<file path="src/rtl/fetch_stage_pkg.sv">
// Shared definitions for the instruction-fetch stage: FSM encoding and PC constants.
package fetch_stage_pkg;

  typedef enum logic [1:0] {
    FETCH = 2'd0,
    BUF   = 2'd1,
    DROP  = 2'd2
  } fetch_state_t;

  localparam logic [31:0] RESET_PC_DEFAULT = 32'h0000_0000;
  localparam int          PC_INC           = 4;

endpackage

</file>
<file path="src/rtl/fetch_skid_buffer.sv">
// Single-entry holding register for a fetched word that decode could not accept.
module fetch_skid_buffer
  import fetch_stage_pkg::*;
#(
  parameter int ADDR_W = 32,
  parameter int DATA_W = 32
) (
  input  logic              Clk,
  input  logic              R,
  input  logic              load,
  input  logic              unload,
  input  logic              flush,
  input  logic [DATA_W-1:0] load_instr,
  input  logic [ADDR_W-1:0] load_pc4,
  output logic [DATA_W-1:0] instr,
  output logic [ADDR_W-1:0] pc4,
  output logic              valid
);

  // Flush wins over load so a redirect never leaves a stale word behind.
  always_ff @(posedge Clk) begin
    if (!R) begin
      instr <= '0;
      pc4   <= '0;
      valid <= 1'b0;
    end else if (flush) begin
      valid <= 1'b0;
    end else if (load) begin
      instr <= load_instr;
      pc4   <= load_pc4;
      valid <= 1'b1;
    end else if (unload) begin
      valid <= 1'b0;
    end
  end

endmodule

</file>
<file path="src/rtl/fetch_stage.sv">
// Instruction fetch: PC, variable-latency memory handshake, skid buffer and IF/ID register.
module fetch_stage
  import fetch_stage_pkg::*;
#(
  parameter int                ADDR_W   = 32,
  parameter int                DATA_W   = 32,
  parameter logic [ADDR_W-1:0] RESET_PC = ADDR_W'(RESET_PC_DEFAULT)
) (
  input  logic              Clk,
  input  logic              R,
  output logic              imem_req,
  output logic [ADDR_W-1:0] imem_addr,
  input  logic [DATA_W-1:0] imem_rdata,
  input  logic              imem_ready,
  input  logic              stall,
  input  logic              br_taken,
  input  logic [ADDR_W-1:0] br_target,
  output logic [ADDR_W-1:0] pc_out,
  output logic [DATA_W-1:0] if_instr,
  output logic [ADDR_W-1:0] if_pc4,
  output logic              if_valid
);

  fetch_state_t      state;
  logic [ADDR_W-1:0] pc;
  logic [ADDR_W-1:0] pc_plus4;
  logic              slot_free;
  logic              skid_load;
  logic              skid_unload;
  logic [DATA_W-1:0] skid_instr;
  logic [ADDR_W-1:0] skid_pc4;
  logic              skid_valid;

  assign pc_plus4  = pc + ADDR_W'(PC_INC);
  assign slot_free = !if_valid || !stall;
  assign pc_out    = pc;
  assign imem_addr = pc;
  assign imem_req  = R && ((state == FETCH) || (state == DROP));

  assign skid_load   = !br_taken && (state == FETCH) && imem_ready && !slot_free;
  assign skid_unload = !br_taken && (state == BUF) && !stall;

  fetch_skid_buffer #(
    .ADDR_W (ADDR_W),
    .DATA_W (DATA_W)
  ) u_skid (
    .Clk        (Clk),
    .R          (R),
    .load       (skid_load),
    .unload     (skid_unload),
    .flush      (br_taken),
    .load_instr (imem_rdata),
    .load_pc4   (pc_plus4),
    .instr      (skid_instr),
    .pc4        (skid_pc4),
    .valid      (skid_valid)
  );

  // A redirect with a response still outstanding must swallow that response in DROP.
  always_ff @(posedge Clk) begin
    if (!R) begin
      state    <= FETCH;
      pc       <= RESET_PC;
      if_instr <= '0;
      if_pc4   <= '0;
      if_valid <= 1'b0;
    end else if (br_taken) begin
      pc       <= br_target;
      if_valid <= 1'b0;
      if (((state == FETCH) || (state == DROP)) && !imem_ready)
        state <= DROP;
      else
        state <= FETCH;
    end else begin
      case (state)
        FETCH: begin
          if (imem_ready) begin
            pc <= pc_plus4;
            if (slot_free) begin
              if_instr <= imem_rdata;
              if_pc4   <= pc_plus4;
              if_valid <= 1'b1;
            end else begin
              state <= BUF;
            end
          end else if (!stall) begin
            if_valid <= 1'b0;
          end
        end
        BUF: begin
          if (!stall) begin
            if_instr <= skid_instr;
            if_pc4   <= skid_pc4;
            if_valid <= skid_valid;
            state    <= FETCH;
          end
        end
        DROP: begin
          if (imem_ready)
            state <= FETCH;
        end
        default: state <= FETCH;
      endcase
    end
  end

endmodule

</file>
<file path="config.mk">
export PLATFORM = sky130hd
export DESIGN_NAME = fetch_stage
export DESIGN_NICKNAME = d
export VERILOG_FILES = /design/src/rtl/fetch_stage_pkg.sv /design/src/rtl/fetch_skid_buffer.sv /design/src/rtl/fetch_stage.sv
export SDC_FILE = /design/constraint.sdc
export NUM_CORES = 1
export LEC_CHECK = 0
export ABC_AREA = 1
export CORE_AREA = 2 2 187 189
export CTS_CLUSTER_SIZE = 10
export DETAILED_ROUTE_END_ITERATION = 12
export DIE_AREA = 0 0 189 191
export PLACE_DENSITY = 0.49
export SLEW_MARGIN = 20
export SYNTH_ARGS = -nofsm -noshare
export SYNTH_HDL_FRONTEND = slang
export SYNTH_SLANG_ARGS = --single-unit
</file>
<file path="constraint.sdc">
create_clock -name Clk -period 1.8 [get_ports Clk]
set_input_delay 0.54 -clock Clk [delete_from_list [all_inputs] [get_ports Clk]]
set_output_delay 0.54 -clock Clk [all_outputs]
set_load 0.1 [all_outputs]
</file>
==> results of run 1 <==
-- cells by family after synthesis --
| group | after synthesis |
|---|---|
| and+or+nand+nor | 368 |
| AOI/OAI and AO/OA | 341 |
| buffers and inverters | 207 |
| DFF | 164 |
| xor gates and xnor gates | 15 |
| adders and majority gates | 1 |
-- sequential cells by signal, indices dropped and copies added (netlist names) --
name	flops
u_skid.instr	32
state	2
u_skid.valid	1
u_skid.pc4	32
if_valid	1
imem_addr	32
if_pc4	32
if_instr	32
-- cell type report --
| type | instances | area share |
|---|---|---|
| timing repair buffer | 253 | 0.3129 |
| clock inverter | 14 | 0.009713 |
| multi-input combinational | 725 | 0.2898 |
| inverter | 109 | 0.03364 |
| tap | 455 | 0.04652 |
| sequential | 164 | 0.2724 |
| clock buffer | 18 | 0.03507 |
-- report_power, final --
group / total, W / switching [W] / internal, W
Combinational: 0.00284 / 0.00182 / 0.00102
Clock: 0.00346 / 0.00165 / 0.00180
Sequential: 0.00397 / 0.000198 / 0.00378
-- layout by cell type (no fill, tap or decap), drive strengths merged --
master           n
and2             2
clkdlybuf4s50   67
o221ai           1
clkbuf          19
xnor2            4
nand2          284
a21oi          155
ha               1
nor3             2
buf            185
o21ai          146
nand4            2
o31ai            1
inv            114
clkinv           5
xor2            11
dfxtp          164
o21bai          19
a31oi            7
a22o             7
a21o             1
o21a             3
nand3           20
nor2            58
a211oi           1
clkinvlp         4
-- tightest hold or removal path: stages, from the launching register on --
cell and delay [ns]:
dfxtp_1 0.29, inv_1 0.05, a21oi_1 0.05
-- through the flow --
stage               cell area (um2)   TNS [ns]
floorplan                      7796  -0.009323
global placement              11550     -41.22
detailed placement            11550     -43.00
CTS                           12100   -0.01068
global route                  12240   -0.05862
finish                        12240          0
-- Yosys cell counts (2+ instances only) --
master    count  share of area
nand3_1      19          0.012
buf_4        40          0.039
inv_2         6         0.0029
nor2_1       48          0.023
o21bai_1     19          0.018
a21oi_1     155           0.10
inv_1       102          0.049
nor2_4        7          0.010
nand2_1     282           0.14
xor2_1       11          0.012
buf_6         9          0.013
nor2_2        3         0.0024
xnor2_1       4         0.0045
a22o_1        7         0.0079
dfxtp_1     164           0.42
a31oi_1       7         0.0057
clkbuf_1     36          0.017
and2_1        2         0.0016
nand4_1       2         0.0016
o21ai_0     145          0.094
o21a_1        3         0.0029
buf_2        13         0.0084
-- worst min-delay path by stage --
stage	slack (ns)	to
after floorplan	0.42	u_skid.instr[0]
after global placement	0.43	u_skid.instr[10]
after detailed placement	0.44	u_skid.instr[22]
after CTS	0.45	u_skid.instr[22]
after global routing	0.46	u_skid.instr[18]
final	0.45	u_skid.instr[29]
-- metal layers --
layer,part of all wire,vias up,track usage
li1,-,3859,-
met1,0.45,3560,0.1887
met2,0.48,216,0.2457
met3,0.047,27,0.03249
met4,0.020,0,0.04056
met5,0,-,0
-- what timing repair did --
item / CTS / global route
hold buffers: 0 / 0
gates resized for setup: 2 / 22
endpoints found under the setup margin: 2 / 39
cloned: 0 / 1
pin swaps: 0 / 6
setup buffers: 0 / 3
==> flow_summary.ini, run 1 <==
[cells_and_area]
fillerInstances = 3522
area_growth_pct = 58.01
fin_nets = 1340
drive_gt1_frac = 0.2237
seqCellArea_mm2 = 0.003333
fin_util = 0.3587
multi_input_area_mm2 = 0.003547
final_cells = 1738
diodes = 0

[placement]
place_ws_ns = -0.3534
place_congestion = 0.8712
dp.cells = 1703
hpwl_um = 18350
numPortBuffers = 198

[worst_hold_path]
min-delay-start = u_skid.instr[29]
min_path_cells = 2
hp-class = reg -> reg

[power]
cellPowerDensity_mw_per_mm2 = 839.5
power_leakage_nw = 4.852
peakVddDrop_v = 0.0006521
design_power_total_w = 0.01027

[worst_setup_path]
regToRegEndpoint = if_pc4[18]
path_class = in -> reg
cp-endpoint = if_pc4[7]
critPathMaxStageDelay_ns = 0.43
worst_r2r_path_depth = 9
path_common_cell = a21oi_1
worstPathArrival_ns = 2.08
path_cells = clkdlybuf4s50_1 -> buf_4 -> a21oi_1 -> nand2_2 -> inv_4 -> clkbuf_16 -> o21ai_0 -> a21oi_1
path_delay_family = buffers and inverters
timing.rr.start = imem_addr[3]
reg2reg_slack_ns = 0.11
critPathLaunch = stall
crit_buf_inv = 4
cp_num_cells = 8
start_kind = primary input
critPathMaxFanout = 21
required_ns = 2.15
crit_slowest_cell = clkdlybuf4s50_1
end_kind = flop

[timing]
worst_slew_pin_slew_ns = 0.6157
finalHoldViolCount = 0
finClkSkew_ns = 0.01640
rsz0062_at_grt = true
setup_ws_ns = 0.06895
max_freq_mhz = 577.7
timing.final.crit_share = 0.9617
fin_crit_ns = 1.731
slew_viol_final = 0
finalSetupViolCount = 0
holdWs_ns = 0.4461
slew_headroom = 0.5896

[route]
vias = 7662
ant_nets = 0
routedWlPerCell_um = 15.25
via_per_inst = 4.409
first_iter_violations = 388
drc_errors = 0
totalWireLength_um = 26500
firstDrtPassIters = 5

[global_route]
grt_usage = 0.1465
grt_pass1_vias = 7418
overflow = 0
grt_pass1_wl_um = 41470
antenna_found_initial = 0
grt_max_degree = 68

[cts]
clk_latency_ns = 0.44
cts_tree = yes
numCtsBuffers = 17
clockBufferDepth = 2
clk_pin_slew_ns = 0.06
htreeDepth = 4
cts.sink_count = 164
cts_root_buf = clkbuf_16

[logic_synthesis]
synth-xor-area-share = 0.01696
synthAdderAreaFrac = 0.001616
synthFlopType = dfxtp_1
synth.distinct_cells = 34
yosys.area_share.simple = 0.1935
ys_warn_count = 0
synth_enable_flop_cells = 0
synth_cells = 1096
synth_top_family_by_area = compound AO/OA/AOI/OAI gates
ys_seq_area_frac = 0.4239
synthesis.area_mm2 = 0.007745
ys_ff_latch = 164
synth-compound-area-share = 0.2334
synthArstFlopShare = 0
synthesis.nets = 1166
muxShareOfSynthArea = 0
syn_avg_cell_area_um2 = 7.067

[floorplan]
initial_utilization = 0.2270
die_area_mm2 = 0.03610
ioPinCount = 199
core-area_mm2 = 0.03412
fp.dieW_um = 189
die_h_um = 191
fp-row-count = 68

[status]
outcome = finished, final reports clean

[flow_run]
drv_cap = 0
(Power assumes the default switching activity.)
==> run 2: changes to the inputs <==
CAP_MARGIN = 10   (was unset)
GPL_TIMING_DRIVEN = 0   (was unset)
HOLD_SLACK_MARGIN = 0.02   (was unset)
==> run 2 against run 1 <==
Net effect: sequential power shrank 1%; critical path depth shrank 7; final cell count grew 2.7%; highest routed layer unchanged; critical endpoint is now if_instr[16]; combinational power shrank 15%; register-to-register slack gained 0.02 ns; worst setup slack lost 0.033 ns.
==> flow_summary.ini, run 2 (synthesis results as in run 1) <==
[worst_setup_path]
worstPathArrival_ns = 1.22
timing.rr.start = state[0]
start_kind = flop
crit_buf_inv = 1
reg2reg_slack_ns = 0.13
cp_num_cells = 1
path_class = reg -> out
cp-endpoint = if_instr[16]
worst_r2r_path_depth = 6
critPathMaxStageDelay_ns = 0.44
critPathLaunch = if_instr[16]
path_cells = buf_2
end_kind = output port
crit_slowest_cell = buf_2
required_ns = 1.26
critPathMaxFanout = 2
regToRegEndpoint = if_pc4[2]
path_delay_family = buffers and inverters

[global_route]
grt_pass1_vias = 7341
grt_pass1_wl_um = 43660
grt_max_degree = 17
overflow = 0
antenna_found_initial = 1
grt_usage = 0.1571

[power]
cellPowerDensity_mw_per_mm2 = 934.2
p_sw_frac = 0.3587
peakVddDrop_v = 0.0006489
combPwrFrac = 0.240
pwr-share-seq = 0.390
power_leakage_nw = 4.549
switchingPower_w = 0.003603
p_clk_frac = 0.369
intPower_w = 0.006443

[cells_and_area]
fillerInstances = 3752
final_cells = 1785
drive_gt1_frac = 0.2333
final_common_cell = nand2_1
area_growth_pct = 38.84
final_cell_mix = nand2_1 (276), a21oi_1 (154), o21ai_0 (143)
fin_nets = 1386

[timing]
rsz0062_at_grt = false
finClkSkew_ns = 0.01313
worst_slew_pin_slew_ns = 0.7339
max_freq_mhz = 566.9
slew_headroom = 0.5108
finalHoldViolCount = 0
setup_ws_ns = 0.03599
fin_crit_ns = 1.764
slew_viol_final = 0
timing.final.crit_share = 0.9800
finalSetupViolCount = 0

[cts]
clk_latency_ns = 0.43
ctsHoldBuffers = 0
clk_pin_slew_ns = 0.06
htreeDepth = 4
cts_tree = yes
cts.sink_count = 164
numCtsBuffers = 17
cts_root_buf = clkbuf_16
clockBufferDepth = 2

[placement]
dp.cells = 1748
place_ws_ns = -1.697
place_congestion = 0.8714
hpwl_um = 21440
numPortBuffers = 197

[route]
vias = 7833
via_per_inst = 4.388
ant_nets = 0
routedWlPerCell_um = 15.91
firstDrtPassIters = 5
drc_errors = 0
first_iter_violations = 495
totalWireLength_um = 28400

[floorplan]
fp-row-count = 68
ioPinCount = 199
initial_utilization = 0.2270
die_area_mm2 = 0.03610
fp.dieW_um = 189
die_h_um = 191
core-area_mm2 = 0.03412

[worst_hold_path]
hp-class = reg -> reg

[flow_run]
drv_cap = 0

[status]
outcome = finished, final reports clean
## run 2: cell count changes in the layout (fill, tap and decap cells not counted), moves of 3 or more
cell / delta
buf_12: -138
buf_2: +58
buf_4: +43
buf_6: +34
clkbuf_1: +27
clkbuf_4: +15
clkbuf_2: +8
dfxtp_2: +4
clkdlybuf4s50_1: -3
## run 2: power groups by stage
stage / clock (W) / sequential [W] / combinational [W]
final: 0.00371 / 0.00392 / 0.00241
after global routing: 0.00397 / 0.00394 / 0.00254
after CTS: 0.00380 / 0.00392 / 0.00239
after detailed placement: 0 / 0.00400 / 0.00246
after global placement: 0 / 0.00400 / 0.00245
after floorplan: 0 / 0.00484 / 0.000881
## run 2: timing repair
item | CTS | global route
gates resized for setup | 752 | 64
endpoints found under the setup margin | 275 | 147
pin swaps | 0 | 10
setup buffers | 0 | 4
## run 2: area by class of cell
cell class / count / area [um2] / share of cell area
diodes: 1 / 2.502 / 0.0002327
plain buffers: 98 / 631.9 / 0.05876
clock buffers: 18 / 429.2 / 0.03991
clock inverters: 14 / 152.6 / 0.01420
inverters: 109 / 411.6 / 0.03828
multi-input cells: 725 / 3562 / 0.3313
flip-flops and latches: 164 / 3331 / 0.3098
well taps: 455 / 569.3 / 0.05294
repair buffers: 201 / 1663 / 0.1546
## run 2: how the worst min path moves through the flow
stage / from / endpoint / slack, ns / cells after the start
floorplan: u_skid.instr[0] / u_skid.instr[0] / 0.42 / 2
global placement: u_skid.instr[3] / u_skid.instr[3] / 0.43 / 2
detailed placement: u_skid.instr[24] / u_skid.instr[24] / 0.44 / 2
CTS: u_skid.instr[24] / u_skid.instr[24] / 0.45 / 2
global route: u_skid.instr[1] / u_skid.instr[1] / 0.46 / 2
finish: u_skid.instr[0] / u_skid.instr[0] / 0.45 / 2
## run 2: metrics by stage
step | area, um2 | TNS [ns] | utilization | power, W | hold slack, ns
2_1_floorplan | 7796 | -0.009323 | - | 0.005723 | 0.4245
3_3_place_gp | 10340 | -125.12 | 0.3030 | 0.006457 | 0.4337
3_5_place_dp | 10340 | -127.76 | 0.3030 | 0.006460 | 0.4400
4_1_cts | 10530 | 0 | 0.3088 | 0.01011 | 0.4502
5_1_grt | 10750 | 0 | 0.3152 | 0.01046 | 0.4649
6_report | 10750 | 0 | 0.3152 | 0.01005 | 0.4490
## run 2: per-layer routing
layer	routed length [um]	global-route usage	vias up
met1	13490	0.2154	3667
met4	242	0.03395	0
met3	1447	0.02864	15
met5	0	0	-
met2	13220	0.2564	205
li1	-	-	3946
==> edit (config.mk and constraints of run 2) <==
Register the input `br_target` before use, without a reset. The logic sees it one clock later. The other inputs are not delayed to match.
--- a/src/rtl/fetch_stage.sv
+++ b/src/rtl/fetch_stage.sv
@@ -20,6 +20,12 @@
   output logic [ADDR_W-1:0] if_pc4,
   output logic              if_valid
 );
+
+  logic [ADDR_W-1:0] br_target_q;
+
+  always_ff @(posedge Clk) begin
+    br_target_q <= br_target;
+  end
 
   fetch_state_t      state;
   logic [ADDR_W-1:0] pc;
@@ -65,7 +71,7 @@
       if_pc4   <= '0;
       if_valid <= 1'b0;
     end else if (br_taken) begin
-      pc       <= br_target;
+      pc       <= br_target_q;
       if_valid <= 1'b0;
       if (((state == FETCH) || (state == DROP)) && !imem_ready)
         state <= DROP;
Formal check against the unedited RTL: not equivalent (a bounded check fails within 4 cycles, from zero or initial values).
==> edit against run 2 <==
  * Utilization rose by 2.5 points
  * Worst hold slack worse by 0.0076 ns
  * Clock skew shrank 0.0018 ns
  * Worst setup slack got worse by 0.0085 ns
  * Wire length shrank 1.1%
  * Sequential cell count rose by 32
  * Global-route usage about the same
  * Synthesized cell count grew 8.5%
  * Synthesized area is 10% higher
  * Total power grew 12%
  * Cell area rose by 8.0%
==> edit: results (changes against run 2) <==
met3 Use GR=0.03433 (+0.005691); Seq. pwr=0.00474 W (+21%); status=finished, final reports clean; ant diodes=0 (-1); layout cell share with drive strength beyond 1=0.2162 (-0.01706); hold_ws=0.4415 ns (-0.007582 ns); hold wc startpoint=if_instr[23]$_SDFFE_PN0P_; P_leak=5.119 nW (+13%); R2R Setup Slk=0.11 ns (-0.02 ns); Post-Synth Adder-Cell Area=0.001463 (-0.0001522); Overall Power=0.01124 W (+12%); Final HPWL DP=21,270 um (-0.80%); net switching power=0.004051 W (+12%); vias in the first global route=7,799 (+6.2%); VDD IR max=659.7 uV (+1.7%); CP Max Fanout=4 (+2); Post-DP Area=0.01113 mm2 (+7.7%); initial antenna violation count=0 (-1); post-synthesis sequential area ratio=0.4589 (+0.03497); met3 WL=1588 um (+9.7%); Starting DRT DRC Count=521 (+5.3%); largest net degree at the start of global routing=20 (+3); Crit path max-delay family=flip-flops; drt wl/cell=14.98 um (-5.9%); Post-CTS Resized=782 (+4.0%); first-pass GRT wire length=43,800 um (+0.32%); worst r2r path cells=9 (+3); max_slew headroom=0.5936 (+0.08283); WL met1=13,570 um (+0.59%); worst stage delay on the critical path=0.40 ns (-0.04 ns); M2 GR Usage=0.2446 (-0.01183); top cells by area, synth=dfxtp_1 (46%), nand2_1 (11%), a21oi_1 (8.9%), o21ai_0 (8.8%), inv_1 (7.6%); Critical Path Start=imem_addr[31]$_SDFFE_PN0P_; postcts setup bufs=4 (+4); Logic power comb=0.00281 W (+17%)
edit: changes by cell type after synthesis, sizes merged, moves of 4 or more:
cell and delta:
o21bai -19, dfxtp +32, o21ai +11, nor2 +4, nand2 -22, o21a +18
inv +68
edit: area by class of cell:
type,instances,area [um2],area share
Buffer,99,613.1,0.05280
Clock buffer,20,446.7,0.03847
Clock inverter,10,97.59,0.008404
Inverter,176,664.4,0.05721
Multi-Input combinational cell,716,3538,0.3047
Sequential cell,196,3979,0.3426
Tap cell,455,569.3,0.04902
Timing Repair Buffer,203,1704,0.1468
edit: metrics by stage:
step | instances | TNS (ns)
after floorplan | 1189 | -0.2518
after global placement | 1840 | -127.49
after detailed placement | 1840 | -128.74
after CTS | 1872 | -0.03682
after global routing | 1875 | -0.001389
final | 1875 | 0
edit: logic make-up after synthesis:
family / Yosys count
buffers and inverters: 277
AO/OA/AOI/OAI: 350
XOR/XNOR: 15
adder cells (fa/ha/maj): 1
flip-flops: 196
AND/OR/NAND/NOR: 350
